==> config.mk <==
export PLATFORM = sky130hd
export DESIGN_NAME = demo_sequencer
export DESIGN_NICKNAME = d
export VERILOG_FILES = /design/src/rtl/demo_pkg.sv /design/src/rtl/btn_debounce.sv /design/src/rtl/demo_sequencer.sv
export SDC_FILE = /design/constraint.sdc
export NUM_CORES = 1
export LEC_CHECK = 0
export ABC_CLOCK_PERIOD_IN_PS = 2370
export BUFFER_PORTS_ARGS = -buffer_cell sky130_fd_sc_hd__buf_4
export CORE_ASPECT_RATIO = 0.8
export CORE_UTILIZATION = 45
export DETAILED_ROUTE_END_ITERATION = 8
export PLACE_DENSITY_LB_ADDON = 0.05
export SETUP_SLACK_MARGIN = 0.1
export SYNTH_ARGS = -nofsm -noshare
export SYNTH_HDL_FRONTEND = slang
export SYNTH_SLANG_ARGS = --single-unit
==> constraint.sdc <==
create_clock -name clk -period 2.37 [get_ports clk]
set_clock_uncertainty 0.05 [all_clocks]
set_input_delay 0.711 -clock clk [delete_from_list [all_inputs] [get_ports clk]]
set_output_delay 0.711 -clock clk [all_outputs]
set_load 0.03 [all_outputs]
==> src/rtl/demo_pkg.sv <==
// Shared encodings for the demo traffic sequencer: run modes and FSM states.
package demo_pkg;

    localparam logic [1:0] RM_SINGLE = 2'd0;
    localparam logic [1:0] RM_BURST  = 2'd1;
    localparam logic [1:0] RM_CONT   = 2'd2;

    typedef enum logic [1:0] {
        S_IDLE,
        S_LAUNCH,
        S_WAIT,
        S_DONE
    } state_t;

endpackage

==> src/rtl/btn_debounce.sv <==
// Push-button conditioner: two-flop synchroniser, stability counter and a
// registered one-cycle pulse when the debounced level falls (button pressed).
module btn_debounce #(
    parameter int DB_CYC = 4
) (
    input  logic clk,
    input  logic rstn,
    input  logic btn,
    output logic trigger
);

    localparam int CW = $clog2(DB_CYC + 1);

    logic          sync0;
    logic          sync1;
    logic          btn_db;
    logic [CW-1:0] cnt;

    // The debounced level only moves after DB_CYC consecutive samples that
    // disagree with it; any agreeing sample restarts the count.
    always_ff @(posedge clk) begin
        if (!rstn) begin
            sync0   <= 1'b1;
            sync1   <= 1'b1;
            btn_db  <= 1'b1;
            cnt     <= '0;
            trigger <= 1'b0;
        end else begin
            sync0   <= btn;
            sync1   <= sync0;
            trigger <= 1'b0;
            if (sync1 != btn_db) begin
                if (cnt == CW'(DB_CYC - 1)) begin
                    btn_db  <= sync1;
                    cnt     <= '0;
                    trigger <= btn_db;
                end else begin
                    cnt <= cnt + 1'b1;
                end
            end else begin
                cnt <= '0;
            end
        end
    end

endmodule

==> src/rtl/demo_sequencer.sv <==
// Demo traffic controller: launches start pulses to the demo masters, tracks
// their ready handshakes and repeats as single shot, burst or continuous run.
module demo_sequencer
    import demo_pkg::*;
#(
    parameter int NCH     = 2,
    parameter int CNT_W   = 8,
    parameter int DB_CYC  = 4,
    parameter int TIMEOUT = 1024
) (
    input  logic             clk,
    input  logic             rstn,
    input  logic             start_btn,
    input  logic [1:0]       run_mode,
    input  logic [CNT_W-1:0] burst_len,
    input  logic             stop,
    input  logic [NCH-1:0]   ch_en,
    input  logic [NCH-1:0]   ch_mode_in,
    input  logic [NCH-1:0]   ch_ready,
    output logic [NCH-1:0]   ch_start,
    output logic [NCH-1:0]   ch_mode,
    output logic             busy,
    output logic             done_pulse,
    output logic [CNT_W-1:0] done_cnt,
    output logic [NCH-1:0]   timeout_err
);

    localparam int TW = $clog2(TIMEOUT);

    state_t           state;
    logic             trigger;
    logic [NCH-1:0]   act;
    logic [NCH-1:0]   launched;
    logic [NCH-1:0]   seen_busy;
    logic [NCH-1:0]   cmpl;
    logic [1:0]       mode_r;
    logic [CNT_W:0]   len_r;
    logic [CNT_W:0]   iter;
    logic [TW-1:0]    tmo_cnt;
    logic             stop_req;

    logic [NCH-1:0]   launch_now;
    logic [NCH-1:0]   launched_nxt;
    logic [NCH-1:0]   seen_nxt;
    logic [NCH-1:0]   cmpl_nxt;
    logic             all_done;
    logic             tmo_hit;
    logic             last_iter;
    logic [CNT_W:0]   iter_nxt;

    btn_debounce #(.DB_CYC(DB_CYC)) u_db (
        .clk     (clk),
        .rstn    (rstn),
        .btn     (start_btn),
        .trigger (trigger)
    );

    // A channel only counts as complete after ready has gone low following its
    // start and come back high; ready still high right after start is ignored.
    always_comb begin
        launch_now   = act & ~launched & ch_ready;
        launched_nxt = launched | launch_now;
        seen_nxt     = seen_busy | (launched & ~ch_ready);
        cmpl_nxt     = cmpl | (launched & seen_busy & ch_ready);
        all_done     = ((cmpl_nxt & act) == act);
        tmo_hit      = (tmo_cnt == TW'(TIMEOUT - 1));
        iter_nxt     = iter + 1'b1;
        case (mode_r)
            RM_BURST: last_iter = (iter_nxt == len_r);
            RM_CONT:  last_iter = 1'b0;
            default:  last_iter = 1'b1;
        endcase
    end

    always_ff @(posedge clk) begin
        if (!rstn) begin
            state       <= S_IDLE;
            act         <= '0;
            launched    <= '0;
            seen_busy   <= '0;
            cmpl        <= '0;
            mode_r      <= RM_SINGLE;
            len_r       <= '0;
            iter        <= '0;
            tmo_cnt     <= '0;
            stop_req    <= 1'b0;
            ch_start    <= '0;
            ch_mode     <= '0;
            busy        <= 1'b0;
            done_pulse  <= 1'b0;
            done_cnt    <= '0;
            timeout_err <= '0;
        end else begin
            ch_start   <= '0;
            done_pulse <= 1'b0;
            if (busy)
                stop_req <= stop_req | stop;
            case (state)
                S_IDLE: begin
                    if (trigger && |ch_en) begin
                        act         <= ch_en;
                        ch_mode     <= ch_mode_in;
                        mode_r      <= run_mode;
                        len_r       <= (burst_len == '0) ? (CNT_W+1)'(1) : {1'b0, burst_len};
                        done_cnt    <= '0;
                        timeout_err <= '0;
                        stop_req    <= 1'b0;
                        iter        <= '0;
                        launched    <= '0;
                        seen_busy   <= '0;
                        cmpl        <= '0;
                        tmo_cnt     <= '0;
                        busy        <= 1'b1;
                        state       <= S_LAUNCH;
                    end
                end
                S_LAUNCH, S_WAIT: begin
                    tmo_cnt   <= tmo_cnt + 1'b1;
                    seen_busy <= seen_nxt;
                    cmpl      <= cmpl_nxt;
                    if (state == S_LAUNCH) begin
                        ch_start <= launch_now;
                        launched <= launched_nxt;
                    end
                    // Completion is checked before the timeout so it wins a tie.
                    if (state == S_WAIT && all_done) begin
                        iter     <= iter_nxt;
                        done_cnt <= done_cnt + 1'b1;
                        if (last_iter || stop_req || stop) begin
                            done_pulse <= 1'b1;
                            state      <= S_DONE;
                        end else begin
                            launched  <= '0;
                            seen_busy <= '0;
                            cmpl      <= '0;
                            tmo_cnt   <= '0;
                            state     <= S_LAUNCH;
                        end
                    end else if (tmo_hit) begin
                        ch_start    <= '0;
                        timeout_err <= act & ~cmpl_nxt;
                        done_pulse  <= 1'b1;
                        state       <= S_DONE;
                    end else if (state == S_LAUNCH && launched_nxt == act) begin
                        state <= S_WAIT;
                    end
                end
                S_DONE: begin
                    busy  <= 1'b0;
                    state <= S_IDLE;
                end
                default: state <= S_IDLE;
            endcase
        end
    end

endmodule
== After elaboration in Yosys (flattened, before gate mapping) ==
Cells that the tools add are included.
Word-level totals
  word-level logic and storage cells: 121
  bits in latches: 0
  memory bits (writable): 0
  bits in read-only memories: 0
  output and inout bits: 16
  register bits after elaboration: 64
  bits of input ports: 20
  memories: 0
Operators by class
  bitwise gates (word level): 16
  $add $sub $neg: 4
  $mul: 0
  reductions and logical operators: 21
  divide/modulo/power cells: 0
  multiplexer cells: 43
  shift-type cells: 0
  equality and inequality tests: 16
  magnitude comparators: 0
Operators with widths (number)
  $mux W2: 18
  $mux W10: 3
  $mux W8: 3
  $pmux W10 S2: 1
  $mux W9: 2
  $pmux W9 S2: 1
  $pmux W2 S2: 4
  $pmux W8 S2: 1
  $and A2 B2 Y2: 7
  $reduce_and A2 Y1: 6
  $add A10 B1 Y10 const B: 1
  $eq A10 B10 Y1 const B: 1
  $add A9 B1 Y9 const B: 1
  $eq A9 B9 Y1: 1
  $add A8 B1 Y8 const B: 1
  $logic_not A8 Y1: 1
  $ne A2 B2 Y1 const B: 4
  $mux W1: 7
  $eq A2 B2 Y1 const B: 3
  $not A2 Y2: 3
  $or A2 B2 Y2: 3
  $pmux W2 S3: 1
  $reduce_and A3 Y1: 2
  $eq A2 B1 Y1 const B: 2
  15 further kinds: 23

== Longest topological paths before layout ==
  depth in word-level cells: 10
  depth in mapped cells: 10
  depth with buffers taken out: 8

== Hierarchy ==
A second synthesis with hierarchy kept.
Second synthesis, totals
  cells, all modules: 349
  area, all modules: 3114.2 µm²
By module, submodules not included
  demo_sequencer: area an instance 2869.0 µm², cells an instance 330, instances 1, seq. area each 1121.1 µm²
  btn_debounce: area an instance 245.2 µm², cells an instance 19, instances 1, seq. area each 140.1 µm²

== Worst setup path after synthesis ==
Ideal clock, no wire load.
  path type: input to register
  from: in ch_ready[0]
  to: reg seen_busy[0]
  library setup time: 123 ps
  setup slack: 97 ps
  stages: 7
  arrival time: 2100 ps
  path buffers: 1
  required time: 2197 ps
  cell sequence: and3_1 o221ai_1 nor4_2 o41ai_4 a22oi_2 buf_6 o32ai_1
Between the ends
  cells in the longest elaborated chain, start to end: 7
  elaborated cells on any way between the ends: 11
  those cells by class: eq/ne: 1; mux: 3; bitwise: 6; reduce/logical: 1
RTL lines
  start, declared: RTL line demo_sequencer.sv:19  | input logic [NCH-1:0] ch_ready,
  $and A2 B2 Y2: RTL line demo_sequencer.sv:64  | cmpl_nxt = cmpl | (launched & seen_busy & ch_ready);
  $or A2 B2 Y2: RTL line demo_sequencer.sv:64
  $and A2 B2 Y2: RTL line demo_sequencer.sv:65  | all_done = ((cmpl_nxt & act) == act);
  $eq A2 B2 Y1: RTL line demo_sequencer.sv:65
  $logic_and A1 B1 Y1: RTL line demo_sequencer.sv:126  | if (state == S_WAIT && all_done) begin
  $mux W2 (*): RTL line demo_sequencer.sv:126
  $pmux W2 S2 (*): RTL line demo_sequencer.sv:98  | case (state)
  end signal, assigned: RTL line demo_sequencer.sv:119  | seen_busy <= seen_nxt;
  end, declared: RTL line demo_sequencer.sv:34  | logic [NCH-1:0] seen_busy;
Every way passes the cells marked *; elsewhere a longest branch is shown, timed or not.
A chain may end at the register's enable or synchronous reset.

== Worst setup path in the final report ==
  from: reg iter[0]
  to: reg seen_busy[1]
Between the ends
  cells in the longest elaborated chain, start to end: 8
RTL lines
  start, declared: RTL line demo_sequencer.sv:38  | logic [CNT_W:0] iter;
  start signal, assigned: RTL line demo_sequencer.sv:127  | iter <= iter_nxt;
  $add A9 B1 Y9: RTL line demo_sequencer.sv:67  | iter_nxt = iter + 1'b1;
  $eq A9 B9 Y1: RTL line demo_sequencer.sv:69  | RM_BURST: last_iter = (iter_nxt == len_r);
  $pmux W1 S2: RTL line demo_sequencer.sv:68  | case (mode_r)
  $logic_or A1 B1 Y1 (2 in a row): RTL line demo_sequencer.sv:129  | if (last_iter || stop_req || stop) begin
  $mux W2: RTL line demo_sequencer.sv:129
  $mux W2: RTL line demo_sequencer.sv:126
  $pmux W2 S2: RTL line demo_sequencer.sv:98
No other way between the ends.

==> insert_results.sql <==
INSERT INTO impl_metrics (metric_group, metric, value, unit) VALUES
('timing', 'maxClockFrequency', '471', 'MHz'),
('worst_setup_path', 'kind_of_capture_point_of_the_worst_setup_path', 'flip-flop', ''),
('logic_synthesis', 'count_of_flip_flops_with_a_built_in_enable_after_synthesis', '0', ''),
('final_layout', 'insertedDiodeCount', '0', ''),
('floorplan', 'die_w', '93.3', 'µm'),
('power_and_ir_drop', 'ir_worst_vdd', '0.000340', 'V'),
('drt', 'detailroute.via_count', '2622', ''),
('placement', 'place.detailed.hpwl', '4930', 'µm'),
('floorplan', 'floorplan.die_area', '0.00701', 'mm²'),
('final_layout', 'num-nets-final', '438', ''),
('timing', 'slew-limit-headroom', '0.578', ''),
('grt', 'wire_length_of_the_first_global_routing_pass', '11500', 'µm'),
('logic_synthesis', 'syn_area_per_cell', '8.51', 'µm²'),
('worst_setup_path', 'crit_path_launch_type', 'flip-flop', ''),
('clock_network', 'clock_tree.buffer_depth', '2', ''),
('power_and_ir_drop', 'p_clk_frac', '0.355', ''),
('worst_setup_path', 'data_required_time_of_the_worst_path', '2.56', 'ns'),
('logic_synthesis', 'main_flop_type_after_synthesis', 'sky130_fd_sc_hd__dfxtp_1', ''),
('final_layout', 'utilization', '0.574', ''),
('logic_synthesis', 'syn_std_cell_area', '0.00300', 'mm²'),
('power_and_ir_drop', 'power.internal', '1.67', 'mW'),
('power_and_ir_drop', 'p_per_area', '638', 'mW/mm²'),
('placement', 'port_buffers', '35', ''),
('worst_setup_path', 'crit_path_dat', '2.32', 'ns'),
('floorplan', 'io_pins', '36', ''),
('clock_network', 'h_tree_level_count', '3', ''),
('drt', 'drc', '0', ''),
('logic_synthesis', 'ys_async_sr_fraction', '0', ''),
('floorplan', 'die_y', '75.1', 'µm'),
('logic_synthesis', 'synthesis.nets', '382', ''),
('placement', 'placedInstanceArea', '0.00347', 'mm²'),
('run', 'timing.max_cap.violations', '0', ''),
('timing', 'setup_viol', '0', ''),
('placement', 'last_weighted_congestion_value_of_the_routability_driven_placer', '0.809', ''),
('timing', 'tightest_slew', '0.629', 'ns'),
('floorplan', 'initial_utilization', '0.469', ''),
('clock_network', 'root_buffer', 'sky130_fd_sc_hd__clkbuf_8', ''),
('logic_synthesis', 'synth_largest_type_area_fraction', '0.420', ''),
('floorplan', 'rows', '26', ''),
('logic_synthesis', 'synthesis.yosys.warnings', '0', ''),
('grt', 'antenna_found_initial', '0', ''),
('power_and_ir_drop', 'seq_power_share', '0.463', ''),
('logic_synthesis', 'sequential_to_total_area_share_from_yosys_stat', '0.420', ''),
('drt', 'first_pass_iters', '4', ''),
('outcome', 'run_status', 'finished, final reports clean', ''),
('clock_network', 'cts_made_buffers', '9', ''),
('floorplan', 'core_area', '0.00641', 'mm²'),
('final_layout', 'synthToLayoutAreaGrowth', '22.6', '%'),
('drt', 'routed_via_density', '5.27', ''),
('timing', 'sum_of_negative_setup_slack', '0', 'ns'),
('drt', 'first_iter_violations', '100', ''),
('clock_network', 'cts.sink_count', '63', ''),
('power_and_ir_drop', 'p_leak', '1.40', 'nW'),
('drt', 'detail_route.wl_per_cell', '13.7', 'µm'),
('power_and_ir_drop', 'combPwrFrac', '0.182', ''),
('timing', 'period_share', '0.896', ''),
('timing', 'hold_violations', '0', ''),
('timing', 'timing_max_transition_violations_final', '0', ''),
('final_layout', 'final_design_area_no_fill', '0.00368', 'mm²'),
('timing', 'period_minus_slack', '2.12', 'ns'),
('clock_network', 'cts_tree', 'done', ''),
('power_and_ir_drop', 'switching_power', '0.680', 'mW'),
('drt', 'wl', '6810', 'µm'),
('clock_network', 'clk-insertion-delay-late', '0.34', 'ns'),
('worst_setup_path', 'worst-setup-path-type', 'flip-flop to flip-flop', ''),
('final_layout', 'ratio_of_cells_with_drive_above_1_in_the_final_layout', '0.227', ''),
('worst_hold_path', 'hold_path.class', 'flip-flop to flip-flop', ''),
('grt', 'largest_net_degree_at_the_start_of_global_routing', '21', ''),
('final_layout', 'most-common-layout-cells', 'sky130_fd_sc_hd__dfxtp_1, sky130_fd_sc_hd__buf_4, sky130_fd_sc_hd__nand2_1', ''),
('logic_synthesis', 'netlist.top_cell.by_area', 'sky130_fd_sc_hd__dfxtp_1', ''),
('logic_synthesis', 'post_synth_inst_count', '353', '');
## cells by family after synthesis
| family | synth area share |
|---|---|
| adder cells (fa/ha/maj) | 0.0375 |
| multiplexers | 0.0142 |
| AO/OA/AOI/OAI | 0.147 |
| XOR/XNOR | 0.0812 |
| flip-flops | 0.420 |
| AND/OR/NAND/NOR | 0.254 |
| buffers and inverters | 0.0458 |
## final timing paths
kind	slack, ns	cells after the start	from	end
max	0.25	8	iter[0]$_SDFFE_PN0P_	seen_busy[1]$_SDFFE_PN0P_
min	0.36	1	u_db.sync0$_SDFF_PN1_	u_db.sync1$_SDFF_PN1_
max reg2reg	0.25	8	iter[0]$_SDFFE_PN0P_	seen_busy[1]$_SDFFE_PN0P_
min reg2reg	0.36	1	u_db.sync0$_SDFF_PN1_	u_db.sync1$_SDFF_PN1_
## state kept, by name, indices dropped and copies added, names as in the netlist
register / cells
act: 2
state: 2
mode_r: 2
cmpl: 2
stop_req: 1
done_pulse: 1
u_db.cnt: 3
u_db.sync0: 1
timeout_err: 2
seen_busy: 2
launched: 2
ch_start: 2
done_cnt: 8
u_db.trigger: 1
len_r: 8
busy: 1
u_db.sync1: 1
tmo_cnt: 10
ch_mode: 2
u_db.btn_db: 1
iter: 9
## final cells by class
class                      instances  area, µm²
timing repair buffer              59        447
multi-input combinational        261       1630
fill                             592       2730
sequential                        63       1270
tap                               84        105
inverter                          15       56.3
clock buffer                      13        159
clock inverter                     3       17.5
## routing by layer
metal / GRT usage / share of wire
met1: 0.300 / 0.52
met2: 0.319 / 0.42
met3: 0.0727 / 0.043
met4: 0.0701 / 0.011
met5: 0 / 0
## power groups by stage
stage / Clock [mW] / Combinational [mW] / Sequential (mW)
after floorplan: 0 / 0.267 / 1.11
after global placement: 0 / 0.421 / 1.11
after detailed placement: 0 / 0.426 / 1.11
after CTS: 0.862 / 0.427 / 1.09
after global routing: 0.921 / 0.477 / 1.09
final: 0.834 / 0.428 / 1.09
## Yosys cell counts, types with 7 or more instances
| cell type | count |
|---|---|
| sky130_fd_sc_hd__nor2_1 | 34 |
| sky130_fd_sc_hd__xor2_1 | 16 |
| sky130_fd_sc_hd__xnor2_1 | 10 |
| sky130_fd_sc_hd__nand4_1 | 12 |
| sky130_fd_sc_hd__dfxtp_1 | 63 |
| sky130_fd_sc_hd__inv_1 | 15 |
| sky130_fd_sc_hd__nor3_1 | 7 |
| sky130_fd_sc_hd__o21ai_0 | 9 |
| sky130_fd_sc_hd__clkbuf_1 | 8 |
| sky130_fd_sc_hd__a21oi_1 | 30 |
| sky130_fd_sc_hd__ha_1 | 9 |
| sky130_fd_sc_hd__nand3_1 | 17 |
| sky130_fd_sc_hd__nand2_1 | 55 |
## timing repair
item                                    4_1_cts  5_1_grt
buffers inserted                              0        1
hold buffers                                  0        0
pin swaps                                     0        1
resized for setup                             1        7
endpoints found under the setup margin        2        3
## critical path, stage by stage, from the launching register on
cell,delay (ns)
sky130_fd_sc_hd__dfxtp_2,0.33
sky130_fd_sc_hd__buf_4,0.15
sky130_fd_sc_hd__and4_2,0.21
sky130_fd_sc_hd__a211oi_2,0.23
sky130_fd_sc_hd__a41oi_1,0.11
sky130_fd_sc_hd__o41ai_4,0.46
sky130_fd_sc_hd__buf_6,0.18
sky130_fd_sc_hd__nand3_1,0.09
sky130_fd_sc_hd__o32ai_1,0.22
## stage by stage
stage	hold slack [ns]	instances	setup slack, ns
final	0.356	498	0.246
after global routing	0.373	498	0.120
after CTS	0.359	497	0.109
after detailed placement	0.344	481	0.0352
after global placement	0.339	481	0.0751
after floorplan	0.336	353	0.128
Power figures use the tool's default switching activity.
